**config.mk**
```make
export PLATFORM = sky130hd
export DESIGN_NAME = get_packet_gen
export DESIGN_NICKNAME = d
export VERILOG_FILES = /design/src/rtl/get_packet_gen_pkg.sv /design/src/rtl/get_packet_gen_hold_buf.sv /design/src/rtl/get_packet_gen.sv
export SDC_FILE = /design/constraint.sdc
export NUM_CORES = 1
export LEC_CHECK = 0
export ABC_AREA = 1
export ABC_CLOCK_PERIOD_IN_PS = 3100
export CAP_MARGIN = 30
export CORE_MARGIN = 2
export CORE_UTILIZATION = 34
export DETAILED_ROUTE_END_ITERATION = 7
export PLACE_DENSITY = 0.58
export SLEW_MARGIN = 40
export SYNTH_ARGS = -nofsm -noshare
export SYNTH_HDL_FRONTEND = slang
export SYNTH_SLANG_ARGS = --single-unit
```
**constraint.sdc**
```tcl
create_clock -name clk -period 3.1 [get_ports clk]
set_input_delay 0.31 -clock clk [delete_from_list [all_inputs] [get_ports clk]]
set_output_delay 0.31 -clock clk [all_outputs]
set_load 0.02 [all_outputs]
```
**src/rtl/get_packet_gen_pkg.sv**
```systemverilog
// Shared definitions for the USB receive packet generator.
// Holds FSM state codes, SIE stream status codes, PID type codes and the
// bit positions of every receive status flag. The handshake and terminating
// status bytes from the SIE use the same bit positions as RXPktStatus for the
// flags they carry.
package get_packet_gen_pkg;

  typedef enum logic [3:0] {
    WAIT_EN,
    WAIT_PKT,
    CHK_START,
    CHK_PID,
    PROC_HS,
    DATA_W_D,
    DATA_CHK,
    DATA_FIN,
    PKT_RDY
  } stateT;

  localparam logic [7:0] RX_PACKET_STREAM = 8'h00;
  localparam logic [7:0] RX_PACKET_START  = 8'h01;
  localparam logic [7:0] RX_PACKET_STOP   = 8'h02;

  // PID[1:0] packet type field
  localparam logic [1:0] PID_TYPE_HANDSHAKE = 2'b10;
  localparam logic [1:0] PID_TYPE_DATA      = 2'b11;

  localparam int CRC_ERROR_BIT       = 0;
  localparam int BIT_STUFF_ERROR_BIT = 1;
  localparam int RX_OVERFLOW_BIT     = 2;
  localparam int RX_TIME_OUT_BIT     = 3;
  localparam int NAK_RXED_BIT        = 4;
  localparam int STALL_RXED_BIT      = 5;
  localparam int ACK_RXED_BIT        = 6;
  localparam int DATA_SEQUENCE_BIT   = 7;
  localparam int OVERSIZE_BIT        = 8;
  localparam int PID_ERROR_BIT       = 9;
  localparam int STATUS_W            = 10;

endpackage

```
**src/rtl/get_packet_gen_hold_buf.sv**
```systemverilog
// get_packet_hold_buf: HOLD_DEPTH x DATA_W shift register that withholds the
// trailing CRC bytes of a data packet from the FIFO.
// Ports:
//   clk, rst      clock, async active-low reset
//   clear         empty the buffer (start of a packet)
//   push          shift dataIn in; when full the oldest entry falls out
//   dataIn        byte to store
//   full          HOLD_DEPTH bytes are held
//   oldest        oldest held byte (valid when full)
module get_packet_hold_buf
  import get_packet_gen_pkg::*;
#(
  parameter int DATA_W     = 8,
  parameter int HOLD_DEPTH = 2
) (
  input  logic              clk,
  input  logic              rst,
  input  logic              clear,
  input  logic              push,
  input  logic [DATA_W-1:0] dataIn,
  output logic              full,
  output logic [DATA_W-1:0] oldest
);

  localparam int FILL_W = $clog2(HOLD_DEPTH + 1);

  logic [HOLD_DEPTH-1:0][DATA_W-1:0] data;
  logic [FILL_W-1:0]                 fill;

  assign full   = fill == FILL_W'(HOLD_DEPTH);
  assign oldest = data[0];

  always_ff @(posedge clk or negedge rst) begin
    if (!rst) begin
      data <= '0;
      fill <= '0;
    end else if (clear) begin
      fill <= '0;
    end else if (push) begin
      if (full) begin
        for (int i = 0; i < HOLD_DEPTH - 1; i++) data[i] <= data[i+1];
        data[HOLD_DEPTH-1] <= dataIn;
      end else begin
        for (int i = 0; i < HOLD_DEPTH; i++)
          if (fill == FILL_W'(i)) data[i] <= dataIn;
        fill <= fill + FILL_W'(1);
      end
    end
  end

endmodule

```
**src/rtl/get_packet_gen.sv**
```systemverilog
// get_packet_gen: receives one USB packet from the SIE on request, forwards
// the data payload (minus the trailing HOLD_DEPTH CRC bytes) to the RX FIFO
// and reports PID, payload byte count and receive status.
// Ports:
//   clk, rst          clock, async active-low reset
//   getPacketEn       request to receive one packet (sampled in WAIT_EN only)
//   RXDataIn/RXDataValid/RXStreamStatusIn   SIE byte stream
//   SIERxTimeOut      receive timeout pulse
//   RXFifoFull        FIFO back-pressure
//   RXFifoData/RXFifoWEn   FIFO write port
//   RXPacketRdy       packet-complete pulse
//   RXPktStatus/RxPID/RXByteCount   result of the last packet
// Optional: define GET_PACKET_PID_CHECK_EN to check PID[7:4] == ~PID[3:0].
module get_packet_gen
  import get_packet_gen_pkg::*;
#(
  parameter int  DATA_W        = 8,
  parameter int  HOLD_DEPTH    = 2,
  parameter int  MAX_PKT_BYTES = 1023,
  localparam int CNT_W         = $clog2(MAX_PKT_BYTES + 1)
) (
  input  logic                clk,
  input  logic                rst,
  input  logic                getPacketEn,
  input  logic [DATA_W-1:0]   RXDataIn,
  input  logic                RXDataValid,
  input  logic [7:0]          RXStreamStatusIn,
  input  logic                SIERxTimeOut,
  input  logic                RXFifoFull,
  output logic [DATA_W-1:0]   RXFifoData,
  output logic                RXFifoWEn,
  output logic                RXPacketRdy,
  output logic [STATUS_W-1:0] RXPktStatus,
  output logic [3:0]          RxPID,
  output logic [CNT_W-1:0]    RXByteCount
);

  stateT               state;
  logic [DATA_W-1:0]   rxByte;
  logic [7:0]          rxStatus;
  logic [STATUS_W-2:0] status;    // every flag except pidError
  logic                pidError;
  logic                isStream, atLimit, holdFull, holdPush, holdClear;
  logic [DATA_W-1:0]   holdOldest;

  assign isStream  = rxStatus == RX_PACKET_STREAM;
  assign atLimit   = RXByteCount == CNT_W'(MAX_PKT_BYTES);
  assign holdClear = state == WAIT_PKT;
  // A rejected write (overflow / oversize) leaves the buffer untouched and
  // drops the new byte.
  assign holdPush  = (state == DATA_CHK) && isStream &&
                     (!holdFull || (!RXFifoFull && !atLimit));

  assign RXPktStatus = {pidError, status};

  get_packet_hold_buf #(.DATA_W(DATA_W), .HOLD_DEPTH(HOLD_DEPTH)) uHoldBuf (
    .clk   (clk),
    .rst   (rst),
    .clear (holdClear),
    .push  (holdPush),
    .dataIn(rxByte),
    .full  (holdFull),
    .oldest(holdOldest)
  );

`ifdef GET_PACKET_PID_CHECK_EN
  logic pidBad;
  assign pidBad = rxByte[7:4] != ~rxByte[3:0];

  always_ff @(posedge clk or negedge rst) begin
    if (!rst)                           pidError <= 1'b0;
    else if (state == WAIT_PKT)         pidError <= 1'b0;
    else if (state == CHK_PID && pidBad) pidError <= 1'b1;
  end
`else
  assign pidError = 1'b0;
`endif

  always_ff @(posedge clk or negedge rst) begin
    if (!rst) begin
      state       <= WAIT_EN;
      rxByte      <= '0;
      rxStatus    <= '0;
      status      <= '0;
      RxPID       <= '0;
      RXByteCount <= '0;
      RXFifoData  <= '0;
      RXFifoWEn   <= 1'b0;
      RXPacketRdy <= 1'b0;
    end else begin
      RXFifoWEn   <= 1'b0;
      RXPacketRdy <= 1'b0;
      case (state)
        WAIT_EN: if (getPacketEn) state <= WAIT_PKT;
        WAIT_PKT: begin
          status      <= '0;
          RXByteCount <= '0;
          if (SIERxTimeOut) begin
            status[RX_TIME_OUT_BIT] <= 1'b1;
            state <= PKT_RDY;
          end else if (RXDataValid) begin
            rxByte   <= RXDataIn;
            rxStatus <= RXStreamStatusIn;
            state    <= CHK_START;
          end
        end
        CHK_START: begin
          if (rxStatus != RX_PACKET_START) begin
            status[RX_TIME_OUT_BIT] <= 1'b1;
            state <= PKT_RDY;
          end else begin
            RxPID <= rxByte[3:0];
            state <= CHK_PID;
          end
        end
        CHK_PID: begin
`ifdef GET_PACKET_PID_CHECK_EN
          if (pidBad) state <= PKT_RDY; else
`endif
          case (rxByte[1:0])
            PID_TYPE_HANDSHAKE: state <= PROC_HS;
            PID_TYPE_DATA:      state <= DATA_W_D;
            default:            state <= PKT_RDY;
          endcase
        end
        PROC_HS: begin
          if (RXDataValid) begin
            status[RX_OVERFLOW_BIT] <= RXDataIn[RX_OVERFLOW_BIT];
            status[NAK_RXED_BIT]    <= RXDataIn[NAK_RXED_BIT];
            status[STALL_RXED_BIT]  <= RXDataIn[STALL_RXED_BIT];
            status[ACK_RXED_BIT]    <= RXDataIn[ACK_RXED_BIT];
            state <= PKT_RDY;
          end
        end
        DATA_W_D: begin
          if (RXDataValid) begin
            rxByte   <= RXDataIn;
            rxStatus <= RXStreamStatusIn;
            state    <= DATA_CHK;
          end
        end
        DATA_CHK: begin
          if (!isStream) begin
            state <= DATA_FIN;
          end else begin
            state <= DATA_W_D;
            // Until the buffer is full the byte is only withheld.
            if (holdFull) begin
              if (RXFifoFull)   status[RX_OVERFLOW_BIT] <= 1'b1;
              else if (atLimit) status[OVERSIZE_BIT]    <= 1'b1;
              else begin
                RXFifoData  <= holdOldest;
                RXFifoWEn   <= 1'b1;
                RXByteCount <= RXByteCount + CNT_W'(1);
              end
            end
          end
        end
        DATA_FIN: begin
          status[CRC_ERROR_BIT]       <= rxByte[CRC_ERROR_BIT];
          status[BIT_STUFF_ERROR_BIT] <= rxByte[BIT_STUFF_ERROR_BIT];
          status[DATA_SEQUENCE_BIT]   <= rxByte[DATA_SEQUENCE_BIT];
          state <= PKT_RDY;
        end
        PKT_RDY: begin
          RXPacketRdy <= 1'b1;
          state       <= WAIT_EN;
        end
        default: state <= WAIT_EN;
      endcase
    end
  end

endmodule
```
Word-level counts from Yosys, hierarchy flattened
Index checks and enable logic that the tools add are counted.
W data, S select, Z words.
- register bits: 71
- input bits: 22
- output and inout port bits: 34
- word-level logic and storage cells: 129
- $add $sub $neg: 2
- equality and inequality tests: 27
- multiplexer cells: 49
- bitwise operators: 4
- reduce and logical (&&, ||, !) cells: 31
- operator list (kind ; number):
    $mux W8 ; 6
    $mux W10 ; 4
    $pmux W4 S8 ; 1
    $pmux W8 S2 ; 2
    $mux W4 ; 6
    $ne A2 B2 Y1 const B ; 11
    $pmux W10 S2 ; 1
    $reduce_and A5 Y1 ; 4
    $eq A4 B3 Y1 const B ; 4
    $mux W1 ; 16
    $mux W16 ; 1
    $reduce_bool A2 Y1 ; 8
    $add A10 B1 Y10 const B ; 1
    $eq A10 B10 Y1 const B ; 1
    $reduce_and A2 Y1 ; 5
    $eq A4 B2 Y1 const B ; 2
    $logic_not A8 Y1 ; 1
    $mux W2 ; 4
    $ne A8 B1 Y1 const B ; 1
    $pmux W4 S2 ; 1
    $eq A2 B2 Y1 const B ; 3
    $pmux W1 S2 ; 3
    $pmux W3 S2 ; 1
    $reduce_and A3 Y1 ; 2
    other kinds (17) ; 24

Depth between registers and ports, before layout
Gate-level depths: netlist of run 1.
- word-level depth: 7
- gate-level depth with buffers: 9
- depth with buffers taken out: 9

Hierarchy
Synthesis of run 1 repeated with hierarchy kept, for this count alone.
- cells, all modules: 462
- area, all modules: 3569.7 sq um
- modules (own cells, without submodules) (module ; times used ; cells an instance ; area each (sq um) ; sequential area each (sq um)):
    get_packet_gen ; 1 ; 340 ; 2621.3 ; 1326.3
    get_packet_hold_buf ; 1 ; 122 ; 948.4 ; 450.4

Worst setup path before layout of run 1
No wires, ideal clock.
- path type: register to register
- start: reg RXByteCount[0]
- end: reg uHoldBuf.data, in the netlist uHoldBuf.oldest[6]
- library setup time: 117 ps
- data arrival time: 1530 ps
- required time: 2983 ps
- path slack: 1453 ps
- stages on the path, launching flop included: 10
- path buffers: 1
- period minus slack after synthesis: 1647 ps
- cell sequence: dfrtp_1 > ha_1 > nand2_1 > nor2_4 > nand3_2 > nand2_1 > nand2_4 > buf_6 > nand4_1 > nand2_1
- word-level cells in the longest chain between the ends: 6
- ends and longest elaborated chain (what ; RTL line ; text):
    start: declaration ; get_packet_gen.sv:35 ; output logic [CNT_W-1:0] RXByteCount
    start signal: assignment ; get_packet_gen.sv:154 ; RXByteCount <= RXByteCount + CNT_W'(1);
    $eq A10 B10 Y1 ; get_packet_gen.sv:47 ; assign atLimit = RXByteCount == CNT_W'(MAX_PKT_BYTES);
    $logic_not A1 Y1 ; get_packet_gen.sv:52 ; (!holdFull || (!RXFifoFull && !atLimit));
    $logic_and A1 B1 Y1 ; get_packet_gen.sv:52 ;
    $logic_or A1 B1 Y1 ; get_packet_gen.sv:52 ;
    $logic_and A1 B1 Y1 ; get_packet_gen.sv:51 ; assign holdPush = (state == DATA_CHK) && isStream &&
    $reduce_and A3 Y1 (no line) ; - ;
    end signal: indexed assignment ; get_packet_gen_hold_buf.sv:42 ; data[HOLD_DEPTH-1] <= dataIn;
    end signal: indexed assignment ; get_packet_gen_hold_buf.sv:45 ; if (fill == FILL_W'(i)) data[i] <= dataIn;
    end: declaration ; get_packet_gen_hold_buf.sv:27 ; logic [HOLD_DEPTH-1:0][DATA_W-1:0] data;
No other way between the ends.
A chain may end at the register's enable or synchronous reset.

Worst setup path after layout of run 1
- start: reg uHoldBuf.fill[0]
- end: reg uHoldBuf.data, in the netlist uHoldBuf.oldest[0]
- word-level cells in the longest chain between the ends: 5
- elaborated cells on any way between the ends: 8
- classes of those cells: 1 x eq/ne; 1 x mux; 6 x reduce/logical
- ends and longest elaborated chain (what ; RTL line ; text):
    start: declaration ; get_packet_gen_hold_buf.sv:28 ; logic [FILL_W-1:0] fill;
    start signal: assignment ; get_packet_gen_hold_buf.sv:46 ; fill <= fill + FILL_W'(1);
    $eq A2 B2 Y1 ; get_packet_gen_hold_buf.sv:30 ; assign full = fill == FILL_W'(HOLD_DEPTH);
    $logic_not A1 Y1 ; get_packet_gen.sv:52 ;
    $logic_or A1 B1 Y1 ; get_packet_gen.sv:52 ;
    $logic_and A1 B1 Y1 ; get_packet_gen.sv:51 ;
    $reduce_and A3 Y1 (no line) ; - ;
Parallel ways exist; a longest one is shown, timed or not.

==> impl_metrics.json, run 1 <==
{
  "cp_top_family": "simple AND/OR/NAND/NOR gates",
  "grt_first_pass_wirelength_mm": 13.6,
  "ys_types": 34,
  "die_h_um": 107,
  "rsz0062_at_grt": "no",
  "grt_pass1_vias": 2842,
  "fin_tns_setup_ns": 0,
  "track_usage": 0.151,
  "clock_sinks": 71,
  "drive_gt1_frac": 0.115,
  "initial_utilization": 0.350,
  "vias": 2920,
  "finalSetupViolCount": 0,
  "syn2layout_area_growth_pct": 24.3,
  "cp.required_ns": 3.34,
  "pwr-share-seq": 0.415,
  "routedLengthMet1_mm": 3.75,
  "whs_ns": 0.462,
  "fin_cells": 630,
  "slowest_stage": "ha_1",
  "worstReg2RegStart": "uHoldBuf.fill[0]",
  "crit_fanout": 21,
  "r2r_cells": 7,
  "maxSlewViolCount": 0,
  "n_fill_cell": 1067,
  "routedWlPerCell_um": 12.4,
  "post_cts_resized": 0,
  "worst_ep_arrival_time_ns": 2.22,
  "ys_ff_latch": 71,
  "cts_buffer_depth": 2,
  "path_buf_inv": 1,
  "cp_cell_sequence": "inv_1, ha_1, nor2_1, nor2_4, nand3_2, nand2_1, nand2_1",
  "gp_congestion": 0.778,
  "slowest_delay_ns": 0.62,
  "leakagePower_uw": 0.00217,
  "startpoint_type": "register",
  "dr.pass1.iters": 4,
  "internal_power_uw": 1780,
  "grt-ovfl-total": 0,
  "final_util": 0.435,
  "dp_hpwl_mm": 5.66,
  "synthCells": 431,
  "max_freq_ghz": 0.505,
  "final_cell_mix": "nand2_1, dfrtp_1, clkdlybuf4s50_1",
  "maxCapViolCount": 0,
  "cts-root-buf": "clkbuf_8",
  "antenna_found_initial": 0,
  "ios": 56,
  "routed-wl-met2_mm": 3.61,
  "drc": 0,
  "routed_wl_mm": 7.78,
  "dpl.cell_count": 613,
  "ant_nets": 0,
  "numCtsBuffers": 9,
  "syn_area_um2": 3590,
  "hold_class": "in2async",
  "ys_seq_area_frac": 0.494,
  "syn_area_per_cell_um2": 8.34,
  "p_clk_frac": 0.273,
  "highest_layer": "met4",
  "r2r-end": "uHoldBuf.oldest[0]",
  "relSlewSlack": 0.536,
  "worstMarginPinSlew_ns": 0.696,
  "avgViaCountPerCell": 4.63,
  "die_w_um": 107,
  "peakVddDrop_mv": 0.285,
  "clk_latency_ns": 0.36,
  "path_clk_slew_ns": 0.08,
  "crit_type": "reg2reg",
  "dieArea_um2": 11400,
  "register_area_um2": 1780,
  "startpoint": "uHoldBuf.fill[0]",
  "layout_commonest_cell": "nand2_1",
  "rows": 37,
  "fin_worst_skew_ns": 0.0156,
  "htreeDepth": 3,
  "pwr-share-comb": 0.312,
  "io_buffers": 54,
  "period_needed_ns": 1.98,
  "fin_crit_sh": 0.639,
  "final_nets": 514,
  "r2r_slack_ns": 1.12,
  "drt_iter0_markers": 150,
  "cp-end-kind": "register",
  "grt_max_degree": 37,
  "status": "complete, no violations",
  "hold_violations": 0,
  "core-area_um2": 10300,
  "n_antenna_cell": 0,
  "switching_share": 0.374,
  "cts_tree": "done",
  "power_uw": 2830,
  "multi_input_area_um2": 1620,
  "p_per_area_nw_per_um2": 634,
  "yosysWarningCount": 0,
  "switchingPower_uw": 1060,
  "critical-path-top-cell-by-count": "nand2_1",
  "syn-num-nets": 456,
  "routed-wl-met3_um": 366
}
==> worst max path at each step <==
stage,slack [ns],cells past startpoint,to
floorplan,1.45,9,uHoldBuf.oldest[6]
global placement,1.23,7,uHoldBuf.oldest[2]
detailed placement,1.13,7,uHoldBuf.oldest[7]
CTS,1.12,7,uHoldBuf.oldest[1]
global route,0.88,7,uHoldBuf.oldest[2]
finish,1.12,7,uHoldBuf.oldest[0]
==> state kept, by name, summed over array words and instances (netlist names) <==
name / cells
RXPacketRdy: 1
rxByte: 8
state: 4
RXFifoWEn: 1
RxPID: 4
RXFifoData: 8
RXByteCount: 10
uHoldBuf.oldest: 8
uHoldBuf.fill: 2
rxStatus: 8
status: 9
uHoldBuf.data: 8
==> stage by stage <==
stage	area (µm²)	setup slack, ns
final	4470	1.12
after global routing	4470	0.879
after CTS	4470	1.12
after detailed placement	4250	1.13
after global placement	4250	1.23
after floorplan	3590	1.45
==> power by group through the flow <==
stage	clock network [µW]	logic, µW	registers, µW
4_1_cts	793	898	1180
6_report	774	885	1180
3_3_place_gp	0	883	1190
3_5_place_dp	0	893	1200
5_1_grt	833	1000	1200
2_1_floorplan	0	594	1220
==> repair_timing <==
action / CTS / global route
endpoints found under the hold margin: 35 / 0
hold buffers: 1 / 0
setup buffers: 0 / 0
==> routing by layer <==
layer  GRT usage  vias to the layer above
met2       0.236                       60
met5           0                        -
met1       0.207                     1345
li1            -                     1508
met3      0.0274                        7
met4      0.0640                        0
==> Yosys cell counts <==
master	n	area (µm²)
conb_1	1	3.75
xnor2_1	1	8.76
buf_2	2	10.0
ha_1	3	37.5
nand4_4	1	21.3
clkbuf_1	1	3.75
nand2_4	3	33.8
o21ai_0	29	145
nor3b_1	2	15.0
o21ai_4	1	16.3
o211ai_1	2	15.0
nor2_4	5	56.3
nand3_2	3	30.0
inv_2	8	30.0
nand2_1	165	619
buf_4	3	22.5
nand4_2	1	12.5
nor2_2	5	31.3
buf_6	3	33.8
a21oi_1	4	20.0
nand2_2	5	31.3
nand3b_1	1	7.51
xor2_1	3	26.3
nand4_1	19	119
nand3_4	2	35.0
o21a_1	1	7.51
dfrtp_1	71	1780
nor2_1	31	116
o21ai_1	6	30.0
nor2_8	4	80.1
clkinv_4	1	8.76
inv_1	24	90.1
nor3_1	2	10.0
nand3_1	18	90.1
==> layout make-up <==
type                    count  share of cell area
flip-flops and latches     71               0.398
multi-input cells         318               0.362
repair buffers             56               0.127
well taps                 136              0.0381
clock buffers              10              0.0308
inverters                  33              0.0288
clock inverters             6              0.0154
==> cell families after synthesis <==
logic type                 Yosys count  share of synthesized area
other                                1                    0.00104
DFF                                 71                      0.494
adders and majority gates            3                     0.0104
buffers and inverters               42                     0.0553
and+or+nand+nor                    267                      0.364
AOI/OAI and AO/OA                   43                     0.0651
xor gates and xnor gates             4                    0.00975
No activity file was read; power rests on OpenSTA's default activity.
==> inputs of run 2 (changes only) <==
ABC_CLOCK_PERIOD_IN_PS = 1900   (was 3100)
clock period = 1.9 ns   (was 3.1 ns; I/O delays follow)
==> run 2 against run 1 <==
Compared with the run above: clock power rose by 61%; design area increased by 0.76%; via count decreased by 0.24%; maximum frequency up 16%; register-to-register slack worse by 0.92 ns; critical endpoint is now uHoldBuf.data[8]; largest power group unchanged.
==> impl_metrics.json, run 2 (synthesis results as in run 1) <==
{
  "period_needed_ns": 1.71,
  "highest_layer": "met4",
  "hold_class": "in2async",
  "p_per_area_nw_per_um2": 1020,
  "syn2layout_area_growth_pct": 25.3,
  "fin_cells": 635,
  "cp-end-kind": "register",
  "routed-wl-met3_um": 374,
  "crit_type": "reg2reg",
  "routed_wl_mm": 7.79,
  "register_area_um2": 1780,
  "fin_worst_skew_ns": 0.0123,
  "core-area_um2": 10300,
  "layout_commonest_cell": "nand2_1",
  "crit_fanout": 18,
  "initial_utilization": 0.350,
  "leakagePower_uw": 0.00219,
  "cp.required_ns": 2.13,
  "numCtsBuffers": 9,
  "largestRegisters": "RXByteCount x10, status x9",
  "hold_violations": 0,
  "cts-root-buf": "clkbuf_8",
  "dp_hpwl_mm": 5.81,
  "largest_reg_flops": 10,
  "placed_area_um2": 4290,
  "n_antenna_cell": 0,
  "multi_input_area_um2": 1620,
  "maxCapViolCount": 0,
  "regMostFlops": "RXByteCount",
  "startpoint_type": "register",
  "status": "complete, no violations",
  "fin_tns_setup_ns": 0,
  "io_buffers": 54,
  "ios": 56,
  "rsz0062_at_grt": "no",
  "post_cts_resized": 0,
  "vias": 2913,
  "max_freq_ghz": 0.586,
  "cts_tree": "done",
  "ant_nets": 0,
  "routed-wl-met2_mm": 3.54,
  "maxSlewViolCount": 0,
  "rows": 37,
  "routedLengthMet1_mm": 3.77,
  "drive_gt1_frac": 0.124,
  "dpl.cell_count": 618,
  "grt_first_pass_wirelength_mm": 13.8,
  "path_clk_slew_ns": 0.08,
  "htreeDepth": 3,
  "avgViaCountPerCell": 4.59,
  "worst_ep_arrival_time_ns": 1.94,
  "clk_latency_ns": 0.35,
  "routedWlPerCell_um": 12.3,
  "final_cell_mix": "nand2_1, dfrtp_1, clkdlybuf4s50_1",
  "whs_ns": 0.337,
  "dieArea_um2": 11400,
  "antenna_found_initial": 0,
  "final_nets": 519,
  "dr.pass1.iters": 4,
  "fin_crit_sh": 0.898,
  "grt-ovfl-total": 0,
  "peakVddDrop_mv": 0.807,
  "gp_congestion": 0.789,
  "drc": 0,
  "die_w_um": 107,
  "grt_pass1_vias": 2892,
  "n_fill_cell": 1045,
  "drt_iter0_markers": 117,
  "grt_max_degree": 43,
  "finalSetupViolCount": 0,
  "design_area_um2": 4500,
  "track_usage": 0.153,
  "die_h_um": 107,
  "clock_sinks": 71,
  "cts_buffer_depth": 2
}
run 2: cell types whose count changed in the layout (fill, tap and decap cells not counted):
cell,delta
clkinv_4,-1
buf_4,+4
buf_2,+1
clkinvlp_4,+1
run 2: cell type report:
cell class,instances,share of cell area
Multi-Input combinational cell,318,0.360
Inverter,33,0.0286
Clock buffer,10,0.0306
Timing Repair Buffer,61,0.134
Tap cell,136,0.0378
Sequential cell,71,0.395
Clock inverter,6,0.0150
run 2: repair_timing:
item	4_1_cts	5_1_grt
hold buffers	1	0
setup buffers	0	0
hold endpoints to repair	18	0
run 2: critical path, stage by stage, from the launching register on:
cell	delay, ns
dfrtp_1	0.45
ha_1	0.24
nand2_1	0.12
nor2_4	0.07
nand3_2	0.11
nand2_1	0.10
nand2_4	0.17
nand3_2	0.18
nand2_1	0.11
nand2_1	0.05
run 2: where the power goes:
group / internal (µW) / switching [µW]
Sequential: 1760 / 155
Clock: 647 / 603
Combinational: 488 / 949
Total: 2900 / 1710
run 2: stage by stage:
stage	total power [µW]	setup slack, ns	utilization
4_1_cts	4670	0.173	0.438
6_report	4610	0.195	0.438
2_1_floorplan	2960	0.253	-
5_1_grt	4960	0.0320	0.438
3_5_place_dp	3400	0.197	0.417
3_3_place_gp	3390	0.267	0.417
run 2: path summary, 6_finish.rpt:
| path | startpoint | slack (ns) | depth (start not counted) | to |
|---|---|---|---|---|
| max | RXByteCount[0] | 0.19 | 9 | uHoldBuf.data[8] |
| min in group clk | RXStreamStatusIn[7] | 0.38 | 3 | rxStatus[7] |
| max reg2reg | RXByteCount[0] | 0.19 | 9 | uHoldBuf.data[8] |
| min | rst | 0.34 | 2 | RXFifoData[6] |
| min reg2reg | uHoldBuf.oldest[2] | 0.48 | 2 | uHoldBuf.oldest[2] |
| max in group asynchronous | rst | 0.98 | 3 | rxStatus[3] |
run 2: per-layer routing:
layer / vias up / GRT usage
li1: 1520 / -
met1: 1332 / 0.208
met2: 54 / 0.241
met3: 7 / 0.0407
met4: 0 / 0.0473
met5: - / 0
==> inputs of run 3 (changes only) <==
ABC_CLOCK_PERIOD_IN_PS = not set   (was 1900)
SETUP_SLACK_MARGIN = 0.02   (was not set)
==> results of run 3 <==
Final layout, timing and power as in run 2 (identical DEF).
